### config.mk
export PLATFORM = sky130hd
export DESIGN_NAME = mvau_stream_sched
export DESIGN_NICKNAME = d
export VERILOG_FILES = /design/src/rtl/mvau_sched_pkg.sv /design/src/rtl/mvau_sched_tagpipe.sv /design/src/rtl/mvau_stream_sched.sv
export SDC_FILE = /design/constraint.sdc
export NUM_CORES = 1
export LEC_CHECK = 0
export BUFFER_PORTS_ARGS = -buffer_cell sky130_fd_sc_hd__buf_2
export CORE_AREA = 4 4 41 43
export DETAILED_ROUTE_END_ITERATION = 8
export DIE_AREA = 0 0 45 47
export GPL_TIMING_DRIVEN = 0
export PLACE_DENSITY = 0.89
export SYNTH_ARGS = -nofsm -noshare
export SYNTH_HDL_FRONTEND = slang
export SYNTH_SLANG_ARGS = --single-unit
### constraint.sdc
create_clock -name clk -period 2.09 [get_ports clk]
set_input_delay 0.209 -clock clk [delete_from_list [all_inputs] [get_ports clk]]
set_output_delay 0.209 -clock clk [all_outputs]
set_load 0.05 [all_outputs]
### src/rtl/mvau_sched_pkg.sv
// Shared types and helpers for the MVAU stream scheduler: FSM states,
// the {valid,last} tag carried alongside each issued beat, and a width helper.
package mvau_sched_pkg;

  typedef enum logic [1:0] {
    S_IDLE  = 2'd0,
    S_FILL  = 2'd1,
    S_REUSE = 2'd2
  } state_e;

  typedef struct packed {
    logic valid;
    logic last;
  } tag_t;

  // $clog2 that never returns 0, so single-entry counters still get a bit
  function automatic int clog2_min1(input int n);
    return (n <= 1) ? 1 : $clog2(n);
  endfunction

endpackage

### src/rtl/mvau_sched_tagpipe.sv
// Tag shift register that tracks issued beats through the datapath latency;
// shifts only when the datapath advances, and reports whether any tag is live.
module mvau_sched_tagpipe
  import mvau_sched_pkg::*;
#(
  parameter int PIPE_LAT = 3
) (
  input  logic clk,
  input  logic i_clr,
  input  logic i_en,
  input  tag_t i_tag,
  output tag_t o_tag,
  output logic o_nonempty
);

  tag_t r_stage [PIPE_LAT];

  always_ff @(posedge clk) begin
    if (i_clr) begin
      for (int i = 0; i < PIPE_LAT; i++) r_stage[i] <= '0;
    end else if (i_en) begin
      r_stage[0] <= i_tag;
      for (int i = 1; i < PIPE_LAT; i++) r_stage[i] <= r_stage[i-1];
    end
  end

  always_comb begin
    o_nonempty = 1'b0;
    for (int i = 0; i < PIPE_LAT; i++) o_nonempty = o_nonempty | r_stage[i].valid;
  end

  assign o_tag = r_stage[PIPE_LAT-1];

endmodule

### src/rtl/mvau_stream_sched.sv
// MVAU stream sequencer: buffers one input vector on the first neuron fold,
// replays it for the rest, and freezes everything under output backpressure.
// Optional MVAU_SCHED_PERF_EN adds stall_cnt / vec_cnt counters.
module mvau_stream_sched
  import mvau_sched_pkg::*;
#(
  parameter int SF       = 4,
  parameter int NF       = 2,
  parameter int PIPE_LAT = 3,
  parameter int SFW      = clog2_min1(SF),
  parameter int WAW      = clog2_min1(SF*NF)
) (
  input  logic           clk,
  input  logic           rst_n,
  input  logic           in_v,
  output logic           in_rdy,
  output logic           ibuf_wen,
  output logic [SFW-1:0] ibuf_addr,
  output logic           ibuf_rsel,
  output logic [WAW-1:0] wmem_addr,
  output logic           do_mvau_stream,
  output logic           acc_clr,
  output logic           out_v,
  input  logic           out_rdy,
  output logic           busy
`ifdef MVAU_SCHED_PERF_EN
  ,
  output logic [31:0]    stall_cnt,
  output logic [31:0]    vec_cnt
`endif
);

  localparam int             NFW     = clog2_min1(NF);
  localparam logic [SFW-1:0] SF_LAST = SFW'(SF-1);
  localparam logic [NFW-1:0] NF_LAST = NFW'(NF-1);
  localparam logic [WAW-1:0] WA_LAST = WAW'(SF*NF-1);

  state_e         r_state, w_stateNext;
  logic [SFW-1:0] r_sf, w_sfNext;
  logic [NFW-1:0] r_nf, w_nfNext;
  logic [WAW-1:0] r_waddr;
  logic           w_adv, w_issue, w_sfWrap, w_nfWrap, w_pipeNonEmpty;
  tag_t           w_issueTag, w_tailTag;

  assign w_adv    = ~(out_v & ~out_rdy);
  assign w_sfWrap = (r_sf == SF_LAST);
  assign w_nfWrap = (r_nf == NF_LAST);

  // Issue decision and counter/state successors; nothing moves without an issue
  always_comb begin
    w_stateNext = r_state;
    w_sfNext    = r_sf;
    w_nfNext    = r_nf;
    in_rdy      = 1'b0;
    ibuf_rsel   = 1'b0;
    w_issue     = 1'b0;
    case (r_state)
      S_IDLE, S_FILL: begin
        in_rdy  = rst_n & w_adv;
        w_issue = in_v & in_rdy;
      end
      S_REUSE: begin
        ibuf_rsel = 1'b1;
        w_issue   = rst_n & w_adv;
      end
      default: ;
    endcase
    if (w_issue) begin
      w_sfNext = w_sfWrap ? '0 : r_sf + 1'b1;
      if (w_sfWrap) w_nfNext = w_nfWrap ? '0 : r_nf + 1'b1;
      if (w_sfWrap && w_nfWrap)      w_stateNext = S_IDLE;
      else if (w_sfWrap || r_nf != '0) w_stateNext = S_REUSE;
      else                            w_stateNext = S_FILL;
    end
  end

  always_ff @(posedge clk) begin
    if (!rst_n) begin
      r_state <= S_IDLE;
      r_sf    <= '0;
      r_nf    <= '0;
      r_waddr <= '0;
    end else begin
      r_state <= w_stateNext;
      r_sf    <= w_sfNext;
      r_nf    <= w_nfNext;
      if (w_issue) r_waddr <= (r_waddr == WA_LAST) ? '0 : r_waddr + 1'b1;
    end
  end

  assign w_issueTag     = '{valid: w_issue, last: w_sfWrap};
  assign ibuf_wen       = w_issue & (r_state != S_REUSE);
  assign acc_clr        = w_issue & (r_sf == '0);
  assign do_mvau_stream = rst_n & w_adv & (w_issue | w_pipeNonEmpty);
  assign ibuf_addr      = r_sf;
  assign wmem_addr      = r_waddr;
  assign out_v          = w_tailTag.valid & w_tailTag.last;
  assign busy           = (r_state != S_IDLE) | w_pipeNonEmpty;

  mvau_sched_tagpipe #(.PIPE_LAT(PIPE_LAT)) u_tagpipe (
    .clk       (clk),
    .i_clr     (~rst_n),
    .i_en      (do_mvau_stream),
    .i_tag     (w_issueTag),
    .o_tag     (w_tailTag),
    .o_nonempty(w_pipeNonEmpty)
  );

`ifdef MVAU_SCHED_PERF_EN
  always_ff @(posedge clk) begin
    if (!rst_n) begin
      stall_cnt <= '0;
      vec_cnt   <= '0;
    end else begin
      if (out_v & ~out_rdy & (stall_cnt != '1)) stall_cnt <= stall_cnt + 1'b1;
      if (out_v & out_rdy & (vec_cnt != '1))    vec_cnt   <= vec_cnt + 1'b1;
    end
  end
`endif

endmodule
# Word-level counts from Yosys, hierarchy flattened
# Memory sizes are Yosys's and may differ from the RTL's.
# Index checks and enable logic that the tools add are counted.
# op_classes
bitwise	16
order_cmp	0
muxes	15
n_eq_ne	5
shifts	0
div	0
reduce_logical	7
mul	0
add_sub_neg	3
# op_table
op	n
$mux 2	6
$and 1x1->1	7
$mux 1	7
$or 1x1->1	7
$eq 2x2->1 const B	2
$logic_not 2->1	2
$add 3x1->3 const B	1
$eq 3x3->1 const B	1
$mux 3	1
$add 2x1->2 const B	1
$eq 2x1->1 const B	1
$ne 2x2->1 const B	1
$not 1->1	2
$pmux 1 s2	1
$reduce_and 2->1	1
$reduce_bool 2->1	1
$reduce_or 2->1	1
$add 1x1->1 const B	1
$logic_and 1x1->1	1
$logic_or 1x1->1	1
# word_totals
rom_bits	0
mem_bits_rw	6
in_bits	4
mem_count	1
latch_bits	0
output_inout_bits	12
regBits	8
elab_cells	51
# memory_table
memory	words	word_bits	rd	rd_clocked_by_memory_dff	wr	line_no	text
u_tagpipe.r_stage	3	2	3	0	3	mvau_sched_tagpipe.sv:16	tag_t r_stage [PIPE_LAT];

# Depth between registers and ports, before layout
# depth
ltp_word	12
ltp_mapped	5
depth_no_buf	5

# Modules after synthesis
# From an unflattened synthesis, not the netlist that was laid out.
# hier_totals
hier_cells	70
hier_area_um2	728.2
# by_module_without_submodules
mod	n_inst	area_each_um2	cells_per_inst
mvau_stream_sched	1	466.7	54
mvau_sched_tagpipe	1	261.5	16

# Worst setup path before layout
# Ideal clock, no wire load.
# synth_path
path_type	register to register
startpoint	register r_state[0]
endpoint	memory u_tagpipe.r_stage[0][0] (netlist name), enable pin
path_buffers	0
arrival_ps	1947
setup_time_ps	323
setup_slack_ps	-180
stages_incl_launch_ff	5
period_less_slack_ps	2270
path_cell_list	dfxtp_1 and2b_4 nor2_2 a21oi_1 nand2b_1
# synth_rtl
element	line_no	text
start: declaration	mvau_stream_sched.sv:38	state_e r_state, w_stateNext;
start signal: assignment	mvau_stream_sched.sv:84	r_state <= w_stateNext;
end: declaration	mvau_sched_tagpipe.sv:16	

# Final worst setup path
# layout_path
startpoint	register r_state[1]
endpoint	output port acc_clr
# layout_between
elab_chain_len	4
word_cells_on_any_way	6
cone_classes	2 x eq/ne; 1 x mux; 1 x bitwise; 2 x reduce/logical
# layout_lines
element	line_no	text
$eq 2x1->1 or $logic_not 2->1 (tied branches)	mvau_stream_sched.sv:57	case (r_state)
$reduce_or 2->1	mvau_stream_sched.sv:57	
$pmux 1 s2 *	mvau_stream_sched.sv:57	
$and 1x1->1 *	mvau_stream_sched.sv:93	assign acc_clr = w_issue & (r_sf == '0);
end: declaration	mvau_stream_sched.sv:22	output logic acc_clr,
# Mark *: on every way between the ends. The rest lies on a longest branch, timed or not.

==> metrics.txt <==
status completed; Synth Cell Area 698 µm²; CTS HTree Levels 1; Iter 0 DRT Violations 3; register area 340 µm²; CP Class flip-flop to output port; Worst-Margin Slew between 0.3 and 0.4 ns; Total Nets Final 98; clock share of power 0.249; Leak 0.000400 µW; crit path max fanout 8; TritonCTS Sinks 14; share of cells above drive strength 1 0.284; cells after synthesis slightly below 70; logic gate share of total power 0.231; Fin. Hold Viols 0; I/O Buffers 15; mux contribution to synthesized area 0.0573; max-cap violations 0; Core Rows 13; Initial Util 0.537; CP arrival roughly 1.7 ns; startpoint types flip-flop; Yosys warning total 0; Final Critical Period ~1.9 ns; largest family of logic cells by synthesized area simple AND/OR/NAND/NOR gates; worst clock skew between 0.003 and 0.004 ns; post-cts sizing count 0; sequential share of power 0.520; Crit. End Element output port; Worst Hold Class input port to flip-flop; Post-CTS Setup Inserts 0; Die Area between 2000 and 2500 µm²; post-synthesis simple-gate area fraction 0.244; endpoints failing setup 0; synthesized-area fraction occupied by adder cells 0.0896; Post-Synth XOR/XNOR Area 0; register area share after synthesis 0.487; Final ANT Viol Nets 0; vias in the first global route around 490; critical path data required time around 1.9 ns; final worst-path cycle share 0.924; DRT Pass-1 Iters 4; CTS Buffer Depth 2; post-synthesis average cell area between 10 and 15 µm²; final wirelength approximately 1.3 mm; largest net degree at the start of global routing 10; final global-route overflow total 0; DRC 0; worst hold slack about 0.27 ns; antenna fix cells 0; fin. max-slew vios 0; total global-route track usage 0.132; CTS tree built; Routability Congestion roughly 0.75; RSZ-0062 raised after global routing no; Setup TNS 0 ns; vias per std cell approximately 5.3; peak supply drop roughly 440 µV; fill count roughly 130; Synth Area in Compound Gates 0.0950; Cell Pwr Density between 700 and 800 nW/µm²; max_slew headroom 0.769; Routed wire per std cell 12.2 µm; clock slew at reported path FFs 0.08 ns; hold_buf cts 0; Net Switching 198 µW; FF+latch count, synth 14; root buffer cell clkbuf_4; Pint between 400 and 500 µW; Post-Syn Nets a little under 80; io pins 16; Yosys cell types 22; initial antenna violation count 0; Worst-Skew Late Latency 0.27 ns; fmax slightly above 0.5 GHz; Num CTS Buffers 3; hpwl dp ~990 µm; area grow syn2layout 17.7%; global-route wire length before repair slightly above 2 mm; DR vias approximately 550; die extent in x roughly 45 µm; Core Box Area between 1000 and 1500 µm²; multi-input logic area ~340 µm²; Die H around 47 µm; switch share 0.319
## power by group through the flow
| stage | Sequential [µW] | Combinational [µW] | Clock [µW] |
|---|---|---|---|
| after global routing | 326 | 155 | 171 |
| after floorplan | 350 | 87.6 | 0 |
| after global placement | 327 | 139 | 0 |
| final | 322 | 143 | 155 |
| after CTS | 322 | 144 | 159 |
| after detailed placement | 329 | 144 | 0 |
## worst max-delay path, cell delays in order (launching register included)
cell and delay, ns:
dfxtp_1 0.44, and2b_2 0.30, o21ai_4 0.26, nor2_1 0.08, and2_1 0.16, buf_2 0.21
## cells by family (layout without fill, tap and decap cells)
group / count (synthesis) / count (layout)
AOI/OAI and AO/OA: 10 / 10
muxes: 4 / 4
buffers and inverters: 5 / 24
and+or+nand+nor: 31 / 31
adders and majority gates: 5 / 5
DFF: 14 / 14
## cell usage after synthesis
cell      n  area [µm²]
nor2_2    1        6.26
or3_1     3        18.8
nand2_1   6        22.5
o21ai_0   2        10.0
nor2_1    8        30.0
nand2b_1  1        6.26
and2_1    5        31.3
and3_1    2        12.5
a21oi_1   5        25.0
dfxtp_1   8         160
ha_1      5        62.6
and3_2    1        7.51
a211oi_1  1        7.51
and2b_4   1        10.0
nand3b_2  1        11.3
edfxtp_1  6         180
nor3_1    1        5.00
inv_1     5        18.8
and2b_2   1        8.76
mux2i_1   4        40.0
o21ai_4   1        16.3
o21a_1    1        7.51
## per-layer routing
metal | global-route usage | up-vias | part of all wire
li1 | - | 277 | -
met1 | 0.167 | 247 | 0.45
met2 | 0.220 | 19 | 0.47
met3 | 0.0153 | 2 | 0.076
met4 | 0.0702 | 0 | 0.0072
met5 | 0 | - | 0
## final timing paths
| kind | from | endpoint | cells after the start | slack, ns |
|---|---|---|---|---|
| setup / recovery | r_state[1]$_SDFFE_PN0N_ | acc_clr | 5 | 0.16 |
| hold / removal | rst_n | r_nf$_SDFFE_PN0P_ | 3 | 0.27 |
| setup reg to reg | u_tagpipe.r_stage[0][5]$_SDFFCE_PN0P_ | u_tagpipe.r_stage[0][4]$_SDFFCE_PN0P_ | 4 | 0.49 |
| hold reg to reg | r_nf$_SDFFE_PN0P_ | r_nf$_SDFFE_PN0P_ | 1 | 0.47 |
## metrics by stage
stage | worst slack [ns] | cell area, µm² | total power [µW] | utilization | instances
4_1_cts | 0.160 | 822 | 626 | 0.632 | 103
2_1_floorplan | 0.141 | 702 | 437 | - | 69
3_3_place_gp | 0.507 | 796 | 466 | 0.612 | 99
5_1_grt | 0.0367 | 822 | 651 | 0.632 | 103
6_report | 0.160 | 822 | 620 | 0.632 | 103
3_5_place_dp | 0.470 | 796 | 473 | 0.612 | 99
## layout make-up
class / instances / share of cell area
inverters: 5 / 0.0228
repair buffers: 15 / 0.0913
multi-input cells: 50 / 0.417
well taps: 15 / 0.0228
clock buffers: 4 / 0.0320
flip-flops and latches: 14 / 0.414
## sequential cells by signal, summed over array words and instances (netlist names)
| name | flops |
|---|---|
| u_tagpipe.r_stage | 6 |
| wmem_addr | 3 |
| ibuf_addr | 2 |
| r_state | 2 |
| r_nf | 1 |
## cell usage in the layout, fill, tap and decap left out, drive strengths merged, types with 2 or more instances in the layout
| cell type | Yosys | layout |
|---|---|---|
| and2b | 2 | 2 |
| edfxtp | 6 | 6 |
| and3 | 3 | 3 |
| a21oi | 5 | 5 |
| or3 | 3 | 3 |
| nor2 | 9 | 9 |
| ha | 5 | 5 |
| nand2 | 6 | 6 |
| and2 | 5 | 5 |
| buf | 0 | 15 |
| dfxtp | 8 | 8 |
| clkbuf | 0 | 4 |
| o21ai | 3 | 3 |
| inv | 5 | 5 |
| mux2i | 4 | 4 |
No activity file was read; power rests on OpenSTA's default activity.
